### config.mk
export PLATFORM = sky130hd
export DESIGN_NAME = fifo_rd_stream_adapter
export DESIGN_NICKNAME = d
export VERILOG_FILES = /design/src/rtl/fifo_pkg.sv /design/src/rtl/fifo_rd_skid_buf.sv /design/src/rtl/fifo_rd_stream_adapter.sv
export SDC_FILE = /design/constraint.sdc
export NUM_CORES = 1
export LEC_CHECK = 0
export CAP_MARGIN = 10
export CORE_AREA = 2 2 68 70
export DETAILED_ROUTE_END_ITERATION = 7
export DIE_AREA = 0 0 70 72
export PLACE_DENSITY = 0.68
export SYNTH_ARGS = -nofsm -noshare
export SYNTH_HDL_FRONTEND = slang
export SYNTH_SLANG_ARGS = --single-unit
export TNS_END_PERCENT = 100
### constraint.sdc
create_clock -name rd_clk -period 2.12 [get_ports rd_clk]
set_input_delay 0.424 -clock rd_clk [delete_from_list [all_inputs] [get_ports rd_clk]]
set_output_delay 0.424 -clock rd_clk [all_outputs]
set_load 0.05 [all_outputs]
### src/rtl/fifo_pkg.sv
// fifo_pkg: shared defaults, legal depth range and width helper for the FIFO read-side blocks.
package fifo_pkg;
  localparam int DATA_WIDTH_DEF = 8;
  localparam int BUF_DEPTH_DEF = 3;
  localparam int BUF_DEPTH_MIN = 2;
  localparam int BUF_DEPTH_MAX = 8;
  localparam int STATS_WIDTH = 32;
  function automatic int cnt_width(input int max_val);
    cnt_width = 1;
    for (int i = 1; i < 31; i++) if (max_val >= (1 << i)) cnt_width = i + 1;
  endfunction
endpackage

### src/rtl/fifo_rd_skid_buf.sv
// fifo_rd_skid_buf: circular prefetch buffer; pointers wrap explicitly so any depth works.
module fifo_rd_skid_buf
  import fifo_pkg::*;
#(
  parameter int DATA_WIDTH = DATA_WIDTH_DEF,
  parameter int BUF_DEPTH = BUF_DEPTH_DEF,
  localparam int OW = cnt_width(BUF_DEPTH),
  localparam int PW = cnt_width(BUF_DEPTH - 1)
) (
  input  logic                  rd_clk,
  input  logic                  rst_n,
  input  logic                  flush,
  input  logic                  push,
  input  logic [DATA_WIDTH-1:0] push_data,
  input  logic                  pop,
  output logic [OW-1:0]         occ,
  output logic [DATA_WIDTH-1:0] head
);
  logic [DATA_WIDTH-1:0] mem [BUF_DEPTH];
  logic [PW-1:0] rd_ptr, wr_ptr;
  function automatic logic [PW-1:0] nxt(input logic [PW-1:0] p);
    return p == PW'(BUF_DEPTH - 1) ? '0 : p + 1'b1;
  endfunction
  assign head = mem[rd_ptr];
  always_ff @(posedge rd_clk or negedge rst_n) begin
    if (!rst_n) begin
      occ <= '0;
      rd_ptr <= '0;
      wr_ptr <= '0;
      for (int i = 0; i < BUF_DEPTH; i++) mem[i] <= '0;
    end else if (flush) begin
      occ <= '0;
      rd_ptr <= '0;
      wr_ptr <= '0;
    end else begin
      if (push) begin
        mem[wr_ptr] <= push_data;
        wr_ptr <= nxt(wr_ptr);
      end
      if (pop) rd_ptr <= nxt(rd_ptr);
      occ <= occ + OW'(push) - OW'(pop);
    end
  end
endmodule

### src/rtl/fifo_rd_stream_adapter.sv
// fifo_rd_stream_adapter: FIFO read port to valid/ready stream with prefetch buffering.
// Define FIFO_RD_STATS_EN for a saturating accepted-word counter on word_count.
module fifo_rd_stream_adapter
  import fifo_pkg::*;
#(
  parameter int DATA_WIDTH = DATA_WIDTH_DEF,
  parameter int BUF_DEPTH = BUF_DEPTH_DEF
) (
  input  logic                   rd_clk,
  input  logic                   rst_n,
  output logic                   fifo_rd_en,
  input  logic                   fifo_empty,
  input  logic [DATA_WIDTH-1:0]  fifo_rd_data,
  input  logic                   flush,
  output logic                   m_valid,
  input  logic                   m_ready,
  output logic [DATA_WIDTH-1:0]  m_data,
  output logic [STATS_WIDTH-1:0] word_count
);
  localparam int OW = cnt_width(BUF_DEPTH);
  if (BUF_DEPTH < BUF_DEPTH_MIN || BUF_DEPTH > BUF_DEPTH_MAX) begin : g_bad_depth
    $error("BUF_DEPTH out of range");
  end
  logic [OW-1:0] occ;
  logic inflight, discard, capture, pop;
  // Requests reserve a slot one cycle early, so occ+inflight bounds the buffer; m_ready is not involved.
  assign fifo_rd_en = rst_n && !fifo_empty && !flush && (int'(occ) + int'(inflight) < BUF_DEPTH);
  assign capture = inflight && !discard;
  assign m_valid = occ != '0;
  assign pop = m_valid && m_ready;
  always_ff @(posedge rd_clk or negedge rst_n) begin
    if (!rst_n) begin
      inflight <= 1'b0;
      discard <= 1'b0;
    end else begin
      inflight <= fifo_rd_en;
      discard <= flush && inflight;
    end
  end
  fifo_rd_skid_buf #(.DATA_WIDTH(DATA_WIDTH), .BUF_DEPTH(BUF_DEPTH)) u_buf (
    .rd_clk(rd_clk),
    .rst_n(rst_n),
    .flush(flush),
    .push(capture),
    .push_data(fifo_rd_data),
    .pop(pop),
    .occ(occ),
    .head(m_data)
  );
`ifdef FIFO_RD_STATS_EN
  always_ff @(posedge rd_clk or negedge rst_n) begin
    if (!rst_n) word_count <= '0;
    else if (pop && !flush && word_count != '1) word_count <= word_count + 1'b1;
  end
`else
  assign word_count = '0;
`endif
endmodule

* Yosys cells after proc, flatten, opt, wreduce, memory -nomap -nowiden
Cells that the tools add are included.
** Cells by class
- Add/subtract/negate cells :: 5
- Multipliers :: 0
- Divide/modulo/power cells :: 0
- Magnitude comparators :: 4
- Equal/unequal tests :: 2
- Shift operators :: 0
- Multiplexer cells :: 13
- Bitwise gates (word level) :: 3
- Reduce and logical (&&, ||, !) cells :: 14
** Operators by type and width (count)
- 24-bit bitwise mux :: 1
- 8-bit 2-to-1 mux :: 3
- 8-bit binary-select mux with 2-bit select :: 1
- 8-bit demux with 2-bit select :: 1
- 2-bit 2-to-1 mux :: 7
- 1-bit logical AND :: 7
- 3-bit greater-or-equal comparator (second input constant) :: 2
- 2-bit NOT with 3-bit output :: 2
- 2-bit nonzero test :: 3
- 2-bit by 1-bit adder with 2-bit output (second input constant) :: 2
- 2-bit == test (second input constant) :: 2
- 2-bit by 1-bit adder with 3-bit output :: 1
- 1-bit zero test :: 3
- 3-bit by 1-bit < comparator with 1-bit output (second input constant) :: 1
- 3-bit by 2-bit < comparator with 1-bit output (second input constant) :: 1
- 2-bit by 1-bit adder with 2-bit output :: 1
- 2-bit AND reduction :: 1
- 2-bit by 1-bit subtractor with 2-bit output :: 1
- 1-bit NOT :: 1
** Word-level totals
- Flip-flop bits (word level) :: 32
- Bits in latches :: 0
- Memory bits (writable) :: 0
- Bits in read-only memories :: 0
- Output and inout bits :: 42
- Logic and storage cells :: 49
- Memories kept :: 0

* Logic depth before layout (Yosys ltp)
Gate-level depths: netlist of the first run.
- Depth after elaboration :: 6
- Depth in mapped cells :: 7

* By module
A second synthesis of the first run with hierarchy kept.
** Unflattened totals
- Cell total of the unflattened synthesis :: 143
- Area total of the unflattened synthesis :: 1764.2 µm²
** Modules (own cells, without submodules)
- fifo_rd_skid_buf :: times used 1, cells each 100, area an instance 1405.1 µm², sequential area each 750.7 µm²
- fifo_rd_stream_adapter :: times used 1, cells each 43, area an instance 359.1 µm², sequential area each 50.0 µm²

* Worst setup path after synthesis of the first run
OpenSTA, ideal clock, no wires.
- Path kind :: register -> output
- Start point :: register u_buf.occ[0]
- End point :: output port fifo_rd_en
- Arrival time :: 1995 ps
- Data required time :: 1696 ps
- Setup slack :: -299 ps
- Stages on the path, launching flop included :: 5
- Cell sequence :: dfrtp_1 ha_1 ha_1 or4b_1 a21oi_1
** On the way
- Longest elaborated chain between the ends :: 3
** RTL lines
- start: declaration :: line fifo_rd_skid_buf.sv:16 : output logic [OW-1:0] occ,
- start signal: assignment :: line fifo_rd_skid_buf.sv:41 : occ <= occ + OW'(push) - OW'(pop);
- 2-bit by 1-bit adder with 3-bit output :: line fifo_rd_stream_adapter.sv:27 : assign fifo_rd_en = rst_n && !fifo_empty && !flush && (int'(occ) + int'(inflight) < BUF_DEPTH);
- 3-bit by 2-bit < comparator with 1-bit output :: line fifo_rd_stream_adapter.sv:27
- 1-bit logical AND :: line fifo_rd_stream_adapter.sv:27
- end: declaration :: line fifo_rd_stream_adapter.sv:11 : output logic fifo_rd_en,
Every way passes these cells.

* Worst setup path after layout of the first run
Same ends and word-level chain as after synthesis.

==> results of run 1 <==
## power by group through the flow
stage	Combinational (mW)	Sequential, mW	Clock [mW]
after floorplan	0.878	0.780	0
after global placement	1.32	0.792	0
after detailed placement	1.34	0.803	0
after CTS	1.35	0.792	0.480
after global routing	1.45	0.811	0.518
final	1.37	0.794	0.467
## through the flow
stage	setup slack [ps]	total power [mW]	TNS, ps
after floorplan	3.36	1.66	0
after global placement	-88.5	2.12	-88.5
after detailed placement	-115	2.14	-115
after CTS	-160	2.63	-160
after global routing	-193	2.78	-193
final	-135	2.63	-135
## per-layer routing
layer / vias to the layer above / wire length, um
met2: 47 / 1670
li1: 499 / -
met3: 6 / 200
met4: 0 / 41
met1: 542 / 1340
met5: - / 0
## logic make-up after synthesis
group                      Yosys count  share of synthesized area
buffers and inverters               41                      0.168
adders and majority gates            4                     0.0282
AOI/OAI and AO/OA                   13                     0.0416
DFF                                 32                      0.451
other                                1                    0.00211
and+or+nand+nor                     24                     0.0790
xor gates and xnor gates             2                    0.00987
muxes                               33                      0.220
## flip-flops by register name, indices dropped and copies added, names as in the netlist
name / flops
u_buf.mem: 24
discard: 1
inflight: 1
u_buf.wr_ptr: 2
u_buf.rd_ptr: 2
u_buf.occ: 2
## layout by cell type (no fill, tap or decap), types with 2 or more instances in the layout
master / netlist / final
buf_12: 0 / 9
buf_4: 32 / 9
clkbuf_8: 0 / 5
clkdlybuf4s50_1: 0 / 12
clkinvlp_4: 0 / 2
conb_1: 1 / 32
dfrtp_1: 32 / 32
ha_1: 4 / 2
inv_1: 3 / 3
mux2_2: 16 / 16
mux2_4: 8 / 8
mux2i_1: 9 / 9
nand2_1: 9 / 9
nand3_2: 2 / 2
nor2_1: 4 / 4
nor2b_1: 2 / 2
o21ai_1: 1 / 9
## repair_timing
item / 4_1_cts / 5_1_grt
gates resized for setup: 5 / 1
setup endpoints to repair: 2 / 1
gates cloned: 0 / 0
buffers inserted: 0 / 2
pin swaps: 1 / 1
## final cells by class
| type | instances | area [um2] |
|---|---|---|
| inverter | 3 | 11.3 |
| clock inverter | 3 | 23.8 |
| sequential | 32 | 801 |
| fill | 363 | 2100 |
| clock buffer | 5 | 68.8 |
| tap | 52 | 65.1 |
| timing repair buffer | 31 | 377 |
| multi-input combinational | 108 | 822 |
## final timing paths
kind                       cells past startpoint     startpoint  slack (ps)               to
max                                            5   u_buf.occ[0]        -140       fifo_rd_en
max in group asynchronous                      2          rst_n        1190  u_buf.wr_ptr[1]
max reg2reg                                    8   u_buf.occ[0]         380     u_buf.occ[1]
min in group asynchronous                      2          rst_n         640     u_buf.mem[4]
min reg2reg                                    1  u_buf.mem[14]         510    u_buf.mem[14]
min                                            1  u_buf.mem[14]         510    u_buf.mem[14]
==> flow_summary_export.csv, run 1 <==
group,metric,value,unit
outcome,outcome,"finished with violations",
outcome,failed_checks,"negative setup slack",
clock_tree,hold_buffers,0,
run,drv_cap,0,
clock_tree,clk_pin_slew,80,ps
synthesis,synth_edf_count,0,
floorplanning,core,4260,um2
finish,fin_area,2170,um2
critical_path,criticalPathCategory,"flip-flop to output pin",
sta,skew,9.07,ps
global_route,met1_usage,0.165,
critical_path,critPathCaptureType,"output pin",
sta,setup_viol,1,
finish,layout-drive-gt1-share,0.341,
detailed_routing,post_drt_wl_per_cell,13.9,um
floorplanning,rows,24,
floorplanning,io_pins,55,
clock_tree,numCtsBuffers,5,
detailed_routing,totalWireLength,3250,um
floorplanning,initial_utilization,0.416,
pwr,switchingPower,1.09,mW
global_route,grt_util_met2,0.231,
synthesis,ys_top_cells_by_area,"dfrtp_1 45%, buf_4 14%, mux2_2 10%, mux2_4 6.8%, mux2i_1 5.1%",
synthesis,syn-instance-count,150,
pwr,power_density,1210,nW/um2
detailed_routing,drt_pre_antenna_iters,4,
pwr,power_frac_clock,0.177,
global_route,grt_pass1_vias,1117,
floorplanning,die_h,72,um
critical_path,critPathBufInv,1,
synthesis,synth-seq-cells,32,
sta,rsz0062_at_grt,"yes",
global_route,grt_usage,0.138,
detailed_routing,post_drt_via_cell_ratio,4.68,
finish,final_nets,198,
detailed_routing,ant_nets,0,
placed_design,port_buffers,22,
synthesis,ys_seq_area_frac,0.451,
synthesis,synth_cell_types,29,
pwr,p_leak,1.06,nW
detailed_routing,drtIter0Drc,18,
critical_path,slowest_stage,"or4b_4",
critical_path,start_kind,"flip-flop",
critical_path,critPathMaxFanout,2,
critical_path,path_delay_family,"simple AND/OR/NAND/NOR gates",
synthesis,syn_area,1770,um2
detailed_routing,vias,1094,
synthesis,avgSynthCellArea,11.8,um2
clock_tree,cts_root_buffer,"clkbuf_8",
global_route,grt_first_pass_wirelength,5350,um
clock_tree,cts_max_level,2,
sta,finalHoldViolations,0,
clock_tree,cts.sinks,32,
sta,finalCritPeriodShare,1.06,
placed_design,gp_congestion,0.725,
pwr,power_switching_share,0.415,
global_route,antenna_found_initial,0,
clock_tree,cts_tree,"yes",
sta,hold_ws,511,ps
placed_design,dp_cells,224,
finish,fin_util,0.509,
pwr,comb_power_share,0.521,
critical_path,max_stage_delay,490,ps
clock_tree,clock_path_buffers,2,
synthesis,yosys-top-cells-count,"32 x buf_4, 32 x dfrtp_1, 16 x mux2_2, 9 x mux2i_1, 9 x nand2_1",
finish,stdcell_count,234,
synthesis,ys_async_sr_fraction,1.00,
detailed_routing,drc,0,
sta,finalCriticalPeriod,2260,ps
critical_path,crit_chain,"ha_2 -> ha_4 -> or4b_4 -> a21oi_4 -> buf_12",
pwr,vdd_drop_max,0.771,mV
synthesis,synth_top_area_cell,"dfrtp_1",
floorplanning,dieWidth,70,um
finish,n_antenna_cell,0,
synthesis,synthFlopType,"dfrtp_1",
min_path,hold_class,"flip-flop to flip-flop",
finish,area.growth.synth_to_final,22.2,%
synthesis,synth.top_cell.area_share,0.451,
pwr,seqPwrFrac,0.302,
critical_path,worst_ep_required_time,1700,ps
sta,max_freq,443,MHz
clock_tree,clkLatencyLatePin,290,ps
placed_design,dp_hpwl,2290,um
global_route,grt_max_degree,33,
critical_path,crit_arrival,1830,ps
floorplanning,die_area,5040,um2
sta,worst_slack,-135,ps
global_route,use_met3,0.0431,
placed_design,postPlaceCellArea,2040,um2
synthesis,ys_warn_count,0,
sta,slew_viol_final,0,
global_route,grt_overflow,0,
global_route,busiest_layer,"met2",
pwr,power.internal,1.54,mW
(Power assumes the default switching activity.)
==> inputs of run 2 (changes only) <==
- CORE_AREA: 2 2 68 70 -> 2 2 66 68
- DIE_AREA: 0 0 70 72 -> 0 0 68 70
- PLACE_DENSITY: 0.68 -> 0.72
==> run 2 against run 1 <==
  * The run still ends with negative setup slack left
  * Cell count up 1.3%
  * Clock skew down 6.0 ps
  * Clock power up 8.1%
  * Combinational power about the same
  * Flip-flop and latch count unchanged
  * Largest power group unchanged
==> flow_summary_export.csv, run 2 (synthesized netlist as in run 1, its figures left out) <==
group,metric,value,unit
outcome,outcome,"finished with violations",
outcome,failed_checks,"negative setup slack",
pwr,comb_power_share,0.515,
critical_path,crit_arrival,1800,ps
critical_path,criticalPathCategory,"flip-flop to output pin",
critical_path,start_kind,"flip-flop",
sta,skew,3.02,ps
finish,layout-drive-gt1-share,0.351,
detailed_routing,vias,1073,
clock_tree,cts.sinks,32,
critical_path,r2r-start,"u_buf.occ[0]",
global_route,antenna_found_initial,0,
sta,setup_viol,1,
clock_tree,numCtsBuffers,5,
pwr,power.internal,1.61,mW
min_path,hold_class,"flip-flop to flip-flop",
sta,slew_viol_final,0,
critical_path,worst_ep_required_time,1700,ps
finish,nFillCells,364,
placed_design,postPlaceCellArea,2060,um2
run,drv_cap,0,
placed_design,dp_hpwl,2040,um
global_route,grt_first_pass_wirelength,5180,um
critical_path,reg2regPathDepth,8,
finish,layout_common_cells,"32 x conb_1, 32 x dfrtp_1, 16 x mux2_2, 12 x clkdlybuf4s50_1, 12 x buf_4",
floorplanning,die_h,70,um
placed_design,dp_slack,-83.8,ps
clock_tree,clock_path_buffers,2,
global_route,grt_usage,0.151,
clock_tree,clk_pin_slew,60,ps
floorplanning,core,4140,um2
floorplanning,io_pins,55,
pwr,vdd_drop_max,0.640,mV
pwr,power_frac_clock,0.189,
clock_tree,cts_tree,"yes",
finish,regMostFlops,"u_buf.mem",
placed_design,gp_congestion,0.717,
floorplanning,rows,24,
min_path,min_to,"u_buf.mem[7]",
clock_tree,cts_root_buffer,"clkbuf_8",
clock_tree,cts_max_level,2,
detailed_routing,totalWireLength,3070,um
sta,finalCriticalPeriod,2230,ps
sta,finalHoldViolations,0,
finish,area.growth.synth_to_final,24.3,%
critical_path,timing.rr.end,"u_buf.occ[0]",
pwr,power_density,1210,nW/um2
detailed_routing,drc,0,
detailed_routing,post_drt_via_cell_ratio,4.53,
min_path,hold_depth,1,
sta,rsz0062_at_grt,"yes",
pwr,seqPwrFrac,0.296,
placed_design,dp_cells,225,
global_route,grt_overflow,0,
detailed_routing,ant_nets,0,
finish,stdcell_count,237,
floorplanning,initial_utilization,0.428,
pwr,p_leak,1.10,nW
detailed_routing,post_drt_wl_per_cell,12.9,um
pwr,total_power,2.67,mW
finish,fin_area,2200,um2
detailed_routing,drt_pre_antenna_iters,4,
clock_tree,hold_buffers,0,
sta,worst_slack,-109,ps
critical_path,critPathCaptureType,"output pin",
critical_path,critPathMaxFanout,2,
sta,finalCritPeriodShare,1.05,
critical_path,r2r_slack,330,ps
floorplanning,die_area,4760,um2
global_route,grt_max_degree,33,
min_path,hp-start,"u_buf.mem[7]",
floorplanning,dieWidth,68,um
global_route,grt_pass1_vias,1023,
pwr,switchingPower,1.06,mW
placed_design,port_buffers,22,
finish,largest_register_ffs,24,
finish,n_antenna_cell,0,
pwr,power_switching_share,0.397,
finish,final_nets,202,
sta,max_freq,449,MHz
clock_tree,clkLatencyLatePin,280,ps
detailed_routing,drtIter0Drc,18,
==> run 2: cell count changes in the layout (fill, tap and decap cells not counted), sizes merged <==
| cell | delta |
|---|---|
| buf | +4 |
| clkbuf | +2 |
| clkinvlp | -2 |
| clkinv | -1 |
==> run 2: worst max-delay path by stage <==
| stage | start | slack (ps) | endpoint | cells past startpoint |
|---|---|---|---|---|
| global placement | rst_n | -80 | fifo_rd_en | 4 |
| finish | u_buf.occ[0] | -110 | fifo_rd_en | 5 |
| detailed placement | rst_n | -80 | fifo_rd_en | 4 |
| global route | u_buf.occ[0] | -170 | fifo_rd_en | 5 |
| floorplan | u_buf.occ[0] | 3 | fifo_rd_en | 4 |
| CTS | inflight | -180 | fifo_rd_en | 5 |
==> run 2: per-layer routing <==
metal / global-route usage / part of all wire / up-vias / wire length [um]
li1: - / - / 506 / -
met1: 0.200 / 0.45 / 516 / 1380
met2: 0.228 / 0.47 / 45 / 1450
met3: 0.0451 / 0.061 / 6 / 187
met4: 0.0600 / 0.019 / 0 / 57
met5: 0 / 0 / - / 0
==> run 2: layout make-up <==
class                           count  area, um2  share of cell area
Tap cell                           52       65.1              0.0295
Inverter                            3       11.3             0.00511
Multi-Input combinational cell    108        812               0.368
Sequential cell                    32        801               0.363
Timing Repair Buffer               35        419               0.190
Clock buffer                        7       96.3              0.0437
==> run 2: repair_timing <==
| action | in CTS | in global routing |
|---|---|---|
| pin swaps | 2 | 2 |
| setup endpoints to repair | 2 | 1 |
| resized for setup | 3 | 2 |
| buffers inserted | 3 | 2 |
==> run 2: through the flow <==
stage / util / hold slack, ps / setup TNS (ps)
3_5_place_dp: 0.496 / 493 / -83.8
4_1_cts: 0.526 / 508 / -182
5_1_grt: 0.532 / 513 / -168
2_1_floorplan: - / 128 / 0
3_3_place_gp: 0.496 / 487 / -77.6
6_report: 0.532 / 508 / -109
==> run 2: worst max-delay path, stage by stage, from the launching register on <==
cell and delay [ps]:
dfrtp_1 380, ha_2 180, ha_2 160, or4b_4 490, a21oi_4 160, buf_12 150
==> run 2: power groups by stage <==
| stage | Sequential [mW] | Clock [mW] | Combinational (mW) |
|---|---|---|---|
| after global routing | 0.802 | 0.542 | 1.45 |
| after detailed placement | 0.798 | 0 | 1.35 |
| after global placement | 0.794 | 0 | 1.34 |
| after CTS | 0.789 | 0.517 | 1.36 |
| after floorplan | 0.780 | 0 | 0.878 |
| final | 0.789 | 0.505 | 1.37 |
